`src/rtl/bus_rd_collector.sv`:
```
// rtl/bus_rd_collector.sv - CPU read sequencer: strobe devices, collect registered select/data, ack or open-bus 0xFF
// Optional feature: define BUS_CONFLICT_DETECT_EN for the sticky multi-select flag on oConflict.
module bus_rd_collector #(
    parameter int NUM_DEV = 4,
    parameter int TIMEOUT = 3
) (
    input  logic                   iClk,
    input  logic                   iRst_n,
    input  logic [19:0]            iCpuAddr,
    input  logic                   iCpuRd,
    output logic [7:0]             oCpuData,
    output logic                   oCpuAck,
    output logic [19:0]            oAddr,
    output logic                   oRd,
    input  logic [NUM_DEV-1:0]     iSel,
    input  logic [8*NUM_DEV-1:0]   iData,
    output logic                   oConflict
);

    localparam int CNT_W = $clog2(TIMEOUT + 1);

    typedef enum logic [1:0] {
        S_IDLE,
        S_ISSUE,
        S_WAIT
    } state_t;

    state_t             r_state;
    state_t             w_next;
    logic [CNT_W-1:0]   r_cnt;
    logic [7:0]         r_cpu_data;
    logic               r_cpu_ack;
    logic [19:0]        r_addr;
    logic               r_rd;
    logic               w_any_sel;
    logic               w_timeout;
    logic [7:0]         w_sel_data;

    assign w_any_sel = |iSel;
    assign w_timeout = (r_cnt == CNT_W'(TIMEOUT - 1));

    // Scan from the top down so the lowest selected index is the last write and wins.
    always_comb begin
        w_sel_data = 8'hFF;
        for (int k = NUM_DEV - 1; k >= 0; k--) begin
            if (iSel[k]) begin
                w_sel_data = iData[8*k +: 8];
            end
        end
    end

    always_ff @(posedge iClk) begin
        if (!iRst_n) begin
            r_state <= S_IDLE;
        end else begin
            r_state <= w_next;
        end
    end

    always_comb begin
        w_next = r_state;
        case (r_state)
            S_IDLE:  if (iCpuRd) w_next = S_ISSUE;
            S_ISSUE: w_next = S_WAIT;
            S_WAIT:  if (w_any_sel || w_timeout) w_next = S_IDLE;
            default: w_next = S_IDLE;
        endcase
    end

    always_ff @(posedge iClk) begin
        if (!iRst_n) begin
            r_cnt      <= '0;
            r_cpu_data <= 8'hFF;
            r_cpu_ack  <= 1'b0;
            r_addr     <= 20'h0;
            r_rd       <= 1'b0;
        end else begin
            r_rd      <= 1'b0;
            r_cpu_ack <= 1'b0;
            case (r_state)
                S_IDLE: begin
                    if (iCpuRd) begin
                        r_addr <= iCpuAddr;
                        r_rd   <= 1'b1;
                    end
                end
                S_ISSUE: r_cnt <= '0;
                S_WAIT: begin
                    if (w_any_sel) begin
                        r_cpu_data <= w_sel_data;
                        r_cpu_ack  <= 1'b1;
                    end else if (w_timeout) begin
                        r_cpu_data <= 8'hFF;
                        r_cpu_ack  <= 1'b1;
                    end else begin
                        r_cnt <= r_cnt + 1'b1;
                    end
                end
                default: ;
            endcase
        end
    end

`ifdef BUS_CONFLICT_DETECT_EN
    logic r_conflict;
    logic w_multi_sel;

    // More than one bit set iff clearing the lowest set bit leaves something behind.
    assign w_multi_sel = |(iSel & (iSel - NUM_DEV'(1)));

    always_ff @(posedge iClk) begin
        if (!iRst_n) begin
            r_conflict <= 1'b0;
        end else if (r_state == S_WAIT && w_multi_sel) begin
            r_conflict <= 1'b1;
        end
    end

    assign oConflict = r_conflict;
`else
    assign oConflict = 1'b0;
`endif

    assign oCpuData = r_cpu_data;
    assign oCpuAck  = r_cpu_ack;
    assign oAddr    = r_addr;
    assign oRd      = r_rd;

endmodule

```
`config.mk`:
```
export PLATFORM = sky130hd
export DESIGN_NAME = bus_rd_collector
export DESIGN_NICKNAME = d
export VERILOG_FILES = /design/src/rtl/bus_rd_collector.sv
export SDC_FILE = /design/constraint.sdc
export NUM_CORES = 1
export LEC_CHECK = 0
export ABC_AREA = 1
export ABC_CLOCK_PERIOD_IN_PS = 1700
export BUFFER_PORTS_ARGS = -buffer_cell sky130_fd_sc_hd__buf_2
export CORE_MARGIN = 2
export CORE_UTILIZATION = 23
export DETAILED_ROUTE_END_ITERATION = 6
export PLACE_DENSITY = 0.56
export SLEW_MARGIN = 10
export SYNTH_ARGS = -nofsm -noshare
export SYNTH_HDL_FRONTEND = slang
export SYNTH_SLANG_ARGS = --single-unit
export TNS_END_PERCENT = 100
```
`constraint.sdc`:
```
create_clock -name iClk -period 1.7 [get_ports iClk]
set_clock_uncertainty 0.05 [all_clocks]
set_input_delay 0.255 -clock iClk [delete_from_list [all_inputs] [get_ports iClk]]
set_output_delay 0.255 -clock iClk [all_outputs]
set_load 0.01 [all_outputs]
```
# Yosys cells after proc, flatten, opt, wreduce, memory -nomap -nowiden
# Index checks and enable logic that the tools add are counted.
# W data, S select, Z words.
classes:
  eq_ne: 7
  n_reduce_logical: 11
  add_sub_neg: 1
  mux: 15
op_table:
  columns: ["operator", "n"]
  rows:
  - ["$mux W8", 6]
  - ["$reduce_and A2 Y1", 5]
  - ["$mux W2", 4]
  - ["$ne A2 B2 Y1 const B", 4]
  - ["$pmux W2 S3", 1]
  - ["$eq A2 B2 Y1 const B", 2]
  - ["$pmux W2 S2", 1]
  - ["$reduce_bool A2 Y1", 2]
  - ["$reduce_or A4 Y1", 1]
  - ["$mux W1", 3]
  - ["$reduce_and A3 Y1", 1]
  - ["$add A2 B1 Y2 const B", 1]
  - ["$eq A2 B1 Y1 const B", 1]
  - ["$logic_not A2 Y1", 1]
  - ["$logic_or A1 B1 Y1", 1]
totals:
  input_bits: 59
  elab_cells: 40
  output_inout_bits: 31
  ff_bits: 34

# Logic depth before layout (Yosys ltp)
# Gate-level depths: netlist (run 1).
depth:
  ltp_word: 5
  depth_mapped: 8
  mapped_depth_nobuf: 8

# Worst setup path before layout (run 1)
# No wires, ideal clock.
synth_timing:
  path_kind: "register to register"
  startpoint: "reg r_cnt[0]"
  endpoint: "reg r_cpu_data[0] (netlist: oCpuData[0])"
  arrival_ps: 997
  synth_period_minus_slack_ps: 1162
  setup_slack_ps: 538
  path_stages_with_launch: 9
  setup_time_ps: 115
  required_time_ps: 1535
  path_buffers: 0
  cell_sequence: "dfxtp_1 -> inv_1 -> ha_1 -> inv_1 -> nand3_2 -> nand2_4 -> inv_4 -> nand2_1 -> nand2_1"
synth_between:
  elab_chain_len: 3
synth_lines:
  columns: ["item", "line_no", "text"]
  rows:
  - ["start, declared", "30", "logic [CNT_W-1:0] r_cnt;"]
  - ["start signal, assigned", "96", "r_cnt <= r_cnt + 1'b1;"]
  - ["$eq A2 B2 Y1", "40", "assign w_timeout = (r_cnt == CNT_W'(TIMEOUT - 1));"]
  - ["$reduce_bool A2 Y1 (no line)", null, null]
  - ["$reduce_and A2 Y1 (no line)", null, null]
  - ["end signal, assigned", "90", "r_cpu_data <= w_sel_data;"]
  - ["end, declared", "31", "logic [7:0] r_cpu_data;"]
# No other way between the ends.
# A chain may end at the register's enable or synchronous reset.

# Final worst setup path (run 1)
layout_timing:
  startpoint: "reg r_cnt[0]"
  endpoint: "reg r_cpu_data[1] (netlist: oCpuData[1])"
# Same word-level chain as after synthesis.

==> impl_metrics.json, run 1 <==
{
  "avgSynthCellArea_um2": 6.72,
  "cp_cell_sequence": "inv_1 -> ha_1 -> inv_1 -> nand3_2 -> nand2_4 -> inv_4 -> nand2_1 -> nand2_1",
  "hold_buffers": 0,
  "critical_path.top_delay_family": "simple AND/OR/NAND/NOR gates",
  "drt_iter0_markers": 82,
  "antenna_found_initial": 0,
  "numCtsBuffers": 5,
  "cts-htree-levels": 2,
  "drt-wirelength-per-cell_um": 10.0,
  "die_area_um2": 7970,
  "core_um2": 7140,
  "start_util_pct": 23.4,
  "drv_slew": 0,
  "cts_tree": "done",
  "yosys.area.top_type_share_pct": 40.7,
  "area_delta_synth_final_pct": 36.7,
  "rows": 31,
  "worstPathMaxFanout": 9,
  "synth_cell_types": 21,
  "die_h_um": 89.3,
  "required_ns": 1.84,
  "synth_top_area_cell": "dfxtp_1",
  "post_dp_cell_area_um2": 2150,
  "drive_above_1_share_pct": 34.1,
  "numClockSinks": 34,
  "end_kind": "register",
  "synth-seq-cells": 34,
  "post_cts_resized": 0,
  "synth_area_leaders": "dfxtp_1, nand2_1, nor2_1",
  "fmax_ghz": 0.790,
  "seq_area_frac_synth_pct": 40.7,
  "grt_use_met1_pct": 13.9,
  "maxCapViolCount": 0,
  "synth_area_um2": 1670,
  "cts.clk_slew.worst_paths_ns": 0.08,
  "yosysWarnings": 0,
  "grtUsageMet2_pct": 18.0,
  "grt_remaining_overflow": 0,
  "rsz0062_at_grt": "false",
  "insertedDiodeCount": 0,
  "fin_area_um2": 2290,
  "cp_num_buf_inv": 3,
  "worst_path_max_delay_cell": "dfxtp_1",
  "clock_latency_ns": 0.29,
  "period_minus_slack_ns": 1.27,
  "gp_congestion": 0.746,
  "grt_pass1_wl_um": 6760,
  "portBuffers": 88,
  "syn-num-nets": 309,
  "antenna_left": 0,
  "dp_hpwl_um": 3240,
  "setup_viol": 0,
  "fin_crit_sh_pct": 74.5,
  "total_leakage_power_nw": 1.19,
  "first_global_vias": 1503,
  "post_cts_buffers": 0,
  "grt_max_degree": 23,
  "post_drt_via_cell_ratio": 3.98,
  "root_buffer": "clkbuf_8",
  "hold_ws_ns": 0.167,
  "outcome": "finished, final reports clean",
  "hold_class": "primary input to register",
  "cp.arrival_ns": 1.41,
  "peakVddDrop_v": 0.000330,
  "dieWidth_um": 89.3,
  "grt_usage_pct": 10.7,
  "slowest_delay_ns": 0.31,
  "use_met3_pct": 2.31,
  "startpoint_type": "register",
  "hold_viol": 0,
  "via_count": 1725,
  "crit_type": "register to register",
  "drc": 0,
  "netlist_instances": 249,
  "setup-tns-final_ns": 0,
  "io_pins": 90,
  "top_usage_layer": "met2",
  "cts_buffer_depth": 2,
  "wirelength_um": 4340,
  "power_density_nw_per_um2": 961,
  "nets": 393,
  "firstDrtPassIters": 4
}
where the power goes:
| group | switching (W) | internal, W | leakage [nW] |
|---|---|---|---|
| Sequential | 0.0000315 | 0.000863 | 0.280 |
| Combinational | 0.000232 | 0.000168 | 0.841 |
| Clock | 0.000315 | 0.000588 | 0.0683 |
final timing paths:
kind,slack (ns),start,to,depth (start not counted)
worst max register to register,0.43,r_cnt[0],oCpuData[1],8
worst max-delay path,0.43,r_cnt[0],oCpuData[1],8
worst min-delay path,0.17,iCpuAddr[3],oAddr[3],3
worst min register to register,0.42,r_cnt[1],r_cnt[1],2
sequential cells by signal, summed over array words and instances, names as in the netlist:
register  count
oAddr        20
r_cnt         2
r_state       2
oCpuAck       1
oRd           1
oCpuData      8
worst register-to-register path, cell delays in order (launching register included):
cell	delay [ns]
dfxtp_1	0.31
inv_1	0.06
ha_1	0.24
inv_1	0.10
nand3_2	0.09
nand2_4	0.13
inv_4	0.08
nand2_1	0.07
nand2_1	0.05
metrics by stage:
stage | utilization, % | std cells | power [W] | setup WS [ns]
2_1_floorplan | - | 249 | 0.00117 | 0.538
3_3_place_gp | 30.1 | 425 | 0.00132 | 0.473
3_5_place_dp | 30.1 | 425 | 0.00132 | 0.438
4_1_cts | 32.0 | 433 | 0.00224 | 0.431
5_1_grt | 32.0 | 433 | 0.00234 | 0.346
6_report | 32.0 | 433 | 0.00220 | 0.434
area by class of cell:
cell class	count	area, µm²
clock buffers	5	68.8
clock inverters	3	68.8
fillers	796	4850
inverters	19	73.8
multi-input cells	183	816
flip-flops and latches	34	681
well taps	99	124
repair buffers	90	455
cells by family (layout without fill, tap and decap cells):
| family | Yosys count | in the layout | share of synthesized area [%] |
|---|---|---|---|
| AOI/OAI and AO/OA | 29 | 29 | 8.68 |
| adders and majority gates | 1 | 1 | 0.748 |
| buffers and inverters | 32 | 117 | 10.5 |
| DFF | 34 | 34 | 40.7 |
| other | 1 | 1 | 0.224 |
| and+or+nand+nor | 152 | 152 | 39.1 |
cells in the final DEF (no fill, tap or decap), types with 2 or more instances in the layout:
| master | synthesis | routed |
|---|---|---|
| buf_2 | 0 | 88 |
| nand2_1 | 73 | 73 |
| nor2_1 | 59 | 59 |
| dfxtp_1 | 34 | 34 |
| o21ai_0 | 19 | 19 |
| inv_1 | 13 | 13 |
| nand3_1 | 10 | 10 |
| a21oi_1 | 9 | 9 |
| inv_2 | 5 | 5 |
| clkbuf_8 | 0 | 5 |
| nor2_4 | 3 | 3 |
| nor2_2 | 2 | 2 |
| nand3_2 | 2 | 2 |
| nand2_4 | 2 | 2 |
| bufinv_16 | 0 | 2 |
| buf_4 | 6 | 2 |
per-layer routing:
metal / routed length, µm / share of wire (%)
met4: 21 / 0.48
met5: 0 / 0
met1: 2060 / 47
met2: 2120 / 49
met3: 147 / 3.4
cell usage after synthesis:
cell type / number
buf_6: 4
nor2_2: 2
inv_2: 5
buf_4: 6
inv_4: 1
nand3_1: 10
conb_1: 1
nor2_8: 1
inv_1: 13
ha_1: 1
nand3_2: 2
clkbuf_1: 2
dfxtp_1: 34
nor2_4: 3
o21ai_1: 1
nor2_1: 59
nand2_4: 2
clkbuf_2: 1
nand2_1: 73
a21oi_1: 9
o21ai_0: 19
Power figures use the tool's default switching activity.
==> run 2, diff against run 1 <==
--- a/config.mk
+++ b/config.mk
@@ -5,13 +5,13 @@
 export SDC_FILE = /design/constraint.sdc
 export NUM_CORES = 1
 export LEC_CHECK = 0
-export ABC_AREA = 1
-export ABC_CLOCK_PERIOD_IN_PS = 1700
+export ABC_AREA = 0
+export ABC_CLOCK_PERIOD_IN_PS = 1200
 export BUFFER_PORTS_ARGS = -buffer_cell sky130_fd_sc_hd__buf_2
 export CORE_MARGIN = 2
 export CORE_UTILIZATION = 23
 export DETAILED_ROUTE_END_ITERATION = 6
-export PLACE_DENSITY = 0.56
+export PLACE_DENSITY = 0.57
 export SLEW_MARGIN = 10
 export SYNTH_ARGS = -nofsm -noshare
 export SYNTH_HDL_FRONTEND = slang
==> constraint.sdc (replaced) <==
create_clock -name iClk -period 1.2 [get_ports iClk]
set_clock_uncertainty 0.05 [all_clocks]
set_input_delay 0.18 -clock iClk [delete_from_list [all_inputs] [get_ports iClk]]
set_output_delay 0.18 -clock iClk [all_outputs]
set_load 0.01 [all_outputs]
==> impl_metrics.json, run 2 <==
{
  "outcome": "finished with violations",
  "violations": "negative setup slack",
  "die_area_um2": 7190,
  "dp_hpwl_um": 3140,
  "synth_top_area_cell": "dfxtp_1",
  "synth_top_family_by_area": "compound AO/OA/AOI/OAI gates",
  "cp.arrival_ns": 1.42,
  "synth_edf_count": 0,
  "period_minus_slack_ns": 1.26,
  "fin_crit_sh_pct": 105,
  "first_global_vias": 1448,
  "synth_cell_types": 34,
  "hold_buffers": 0,
  "drt_iter0_markers": 52,
  "syn-num-nets": 230,
  "numCtsBuffers": 5,
  "hold_class": "primary input to register",
  "worstPathMaxFanout": 6,
  "grt_max_degree": 22,
  "post-synth-top-count-cell": "nand2_1",
  "finish.utilization_pct": 38.1,
  "insertedDiodeCount": 0,
  "crit_type": "register to register",
  "cts_buffer_depth": 2,
  "yosysWarnings": 0,
  "seqCellArea_um2": 688,
  "multi_input_area_um2": 818,
  "cts.clk_slew.worst_paths_ns": 0.07,
  "startpoint_type": "register",
  "antenna_found_initial": 0,
  "drc": 0,
  "drt-wirelength-per-cell_um": 13.1,
  "cts_tree": "done",
  "total_leakage_power_nw": 1.15,
  "core_um2": 6310,
  "p_switching_w": 0.000684,
  "pwr-share-comb_pct": 19.9,
  "clock_latency_ns": 0.27,
  "area_delta_synth_final_pct": 60.2,
  "synth_area_um2": 1500,
  "seq_area_frac_synth_pct": 45.3,
  "largest_register_ffs": 20,
  "post_dp_cell_area_um2": 2130,
  "synth_compound_area_share_pct": 28.1,
  "synth-seq-cells": 34,
  "cts-htree-levels": 2,
  "mostFrequentLayoutCells": "buf_2, nand2_1, dfxtp_1, a21boi_1, buf_4",
  "post_drt_via_cell_ratio": 4.60,
  "synthXorXnorAreaFrac_pct": 0,
  "maxCapViolCount": 0,
  "fmax_ghz": 0.796,
  "numClockSinks": 34,
  "drv_slew": 0,
  "async_reset_ff_share_pct": 0,
  "required_ns": 1.36,
  "synth_fa_ha_area_share_pct": 0.833,
  "muxShareOfSynthArea_pct": 0,
  "grt_remaining_overflow": 0,
  "netlist_instances": 170,
  "grt_usage_pct": 11.5,
  "die_h_um": 84.8,
  "peakVddDrop_v": 0.000526,
  "rows": 29,
  "slew_headroom_pct": 62.8,
  "root_buffer": "clkbuf_8",
  "rsz0062_at_grt": "true",
  "yosys-top-cells-count": "nand2_1, dfxtp_1, a21boi_0",
  "nets": 334,
  "firstDrtPassIters": 5,
  "hold_ws_ns": 0.0825,
  "via_count": 1618,
  "gp_congestion": 0.744,
  "end_kind": "register",
  "dieWidth_um": 84.8,
  "pwr-share-seq_pct": 46.6,
  "wirelength_um": 4620,
  "fill_cells": 679,
  "drive_above_1_share_pct": 52.7,
  "portBuffers": 88,
  "synth_simple_gate_area_share_pct": 19.1,
  "setup_viol": 21,
  "worstMarginPinSlew_ns": 0.557,
  "hold_viol": 0,
  "power_frac_clock_pct": 33.5,
  "synth-main-ff-cell": "dfxtp_1",
  "io_pins": 90,
  "final_common_cell": "buf_2",
  "p_int_w": 0.00192,
  "worst_slack_ns": -0.0557,
  "antenna_left": 0,
  "grt_pass1_wl_um": 6590,
  "synth_area_leaders": "dfxtp_1, nand2_1, a21boi_0",
  "swShare_pct": 26.3,
  "fin_area_um2": 2400,
  "start_util_pct": 23.8,
  "avgSynthCellArea_um2": 8.83,
  "yosys.area.top_type_share_pct": 45.3,
  "power_density_nw_per_um2": 1080
}
==> run 2: cell types whose count changed in the layout (fill, tap and decap cells not counted), sizes merged, moves of 8 or more <==
cell    change
o221ai      +8
nand3      -12
a21boi     +20
inv         -8
buf        +17
o21ai      -20
nor2       -63
nand2      -34
a32oi       +8
==> run 2: final cells by class <==
type	count	share of cell area (%)
Clock buffer	7	3.59
Clock inverter	1	0.208
Tap cell	77	4.01
Sequential cell	34	28.6
Timing Repair Buffer	109	27.8
Multi-Input combinational cell	113	34.0
Inverter	11	1.72
==> run 2: final timing paths <==
| kind | start | to | slack [ns] | depth (start not counted) |
|---|---|---|---|---|
| max | r_state[1] | oAddr[5] | -0.06 | 6 |
| min | iCpuAddr[8] | oAddr[8] | 0.08 | 3 |
| max reg2reg | r_state[1] | oAddr[5] | -0.06 | 6 |
| min reg2reg | oCpuData[1] | oCpuData[1] | 0.39 | 2 |
==> run 2: kinds of logic after synthesis <==
kind of cell,Yosys count
buffers and inverters,23
AOI/OAI and AO/OA,52
DFF,34
and+or+nand+nor,59
adders and majority gates,1
other,1
==> run 2: through the flow <==
step           setup slack, ns  TNS [ns]  power [W]  cells
2_1_floorplan          0.00531         0    0.00146    170
3_3_place_gp            -0.107     -1.34    0.00167    338
3_5_place_dp            -0.165     -2.22    0.00168    338
4_1_cts                -0.0494    -0.204    0.00258    346
5_1_grt                 -0.121     -2.14    0.00275    352
6_report               -0.0557    -0.665    0.00260    352
==> run 2: metal layers <==
metal / part of all wire [%] / wire (µm) / vias to the layer above / track usage, %
li1: - / - / 810 / -
met1: 42 / 1960 / 767 / 13.6
met2: 52 / 2420 / 35 / 19.8
met3: 3.1 / 144 / 6 / 2.16
met4: 2.2 / 102 / 0 / 5.63
met5: 0 / 0 / - / 0
==> run 2: worst max-delay path, cell delays in order, from the launching register on <==
cell and delay [ns]:
dfxtp_4 0.36, buf_6 0.12, nor3b_4 0.18, buf_6 0.16
buf_12 0.13, nand2_2 0.06, a21boi_2 0.13
==> run 2: repair_timing <==
action / in CTS / in global routing
setup buffers: 0 / 3
endpoints found under the setup margin: 29 / 28
pin swaps: 3 / 11
cloned: 0 / 3
gates resized for setup: 9 / 20
==> run 2: power by group through the flow <==
stage          Clock [W]  Sequential (W)  Combinational (W)
3_3_place_gp           0         0.00124           0.000435
6_report        0.000871         0.00121           0.000518
5_1_grt         0.000959         0.00122           0.000570
2_1_floorplan          0         0.00126           0.000195
3_5_place_dp           0         0.00124           0.000439
4_1_cts         0.000919         0.00121           0.000447
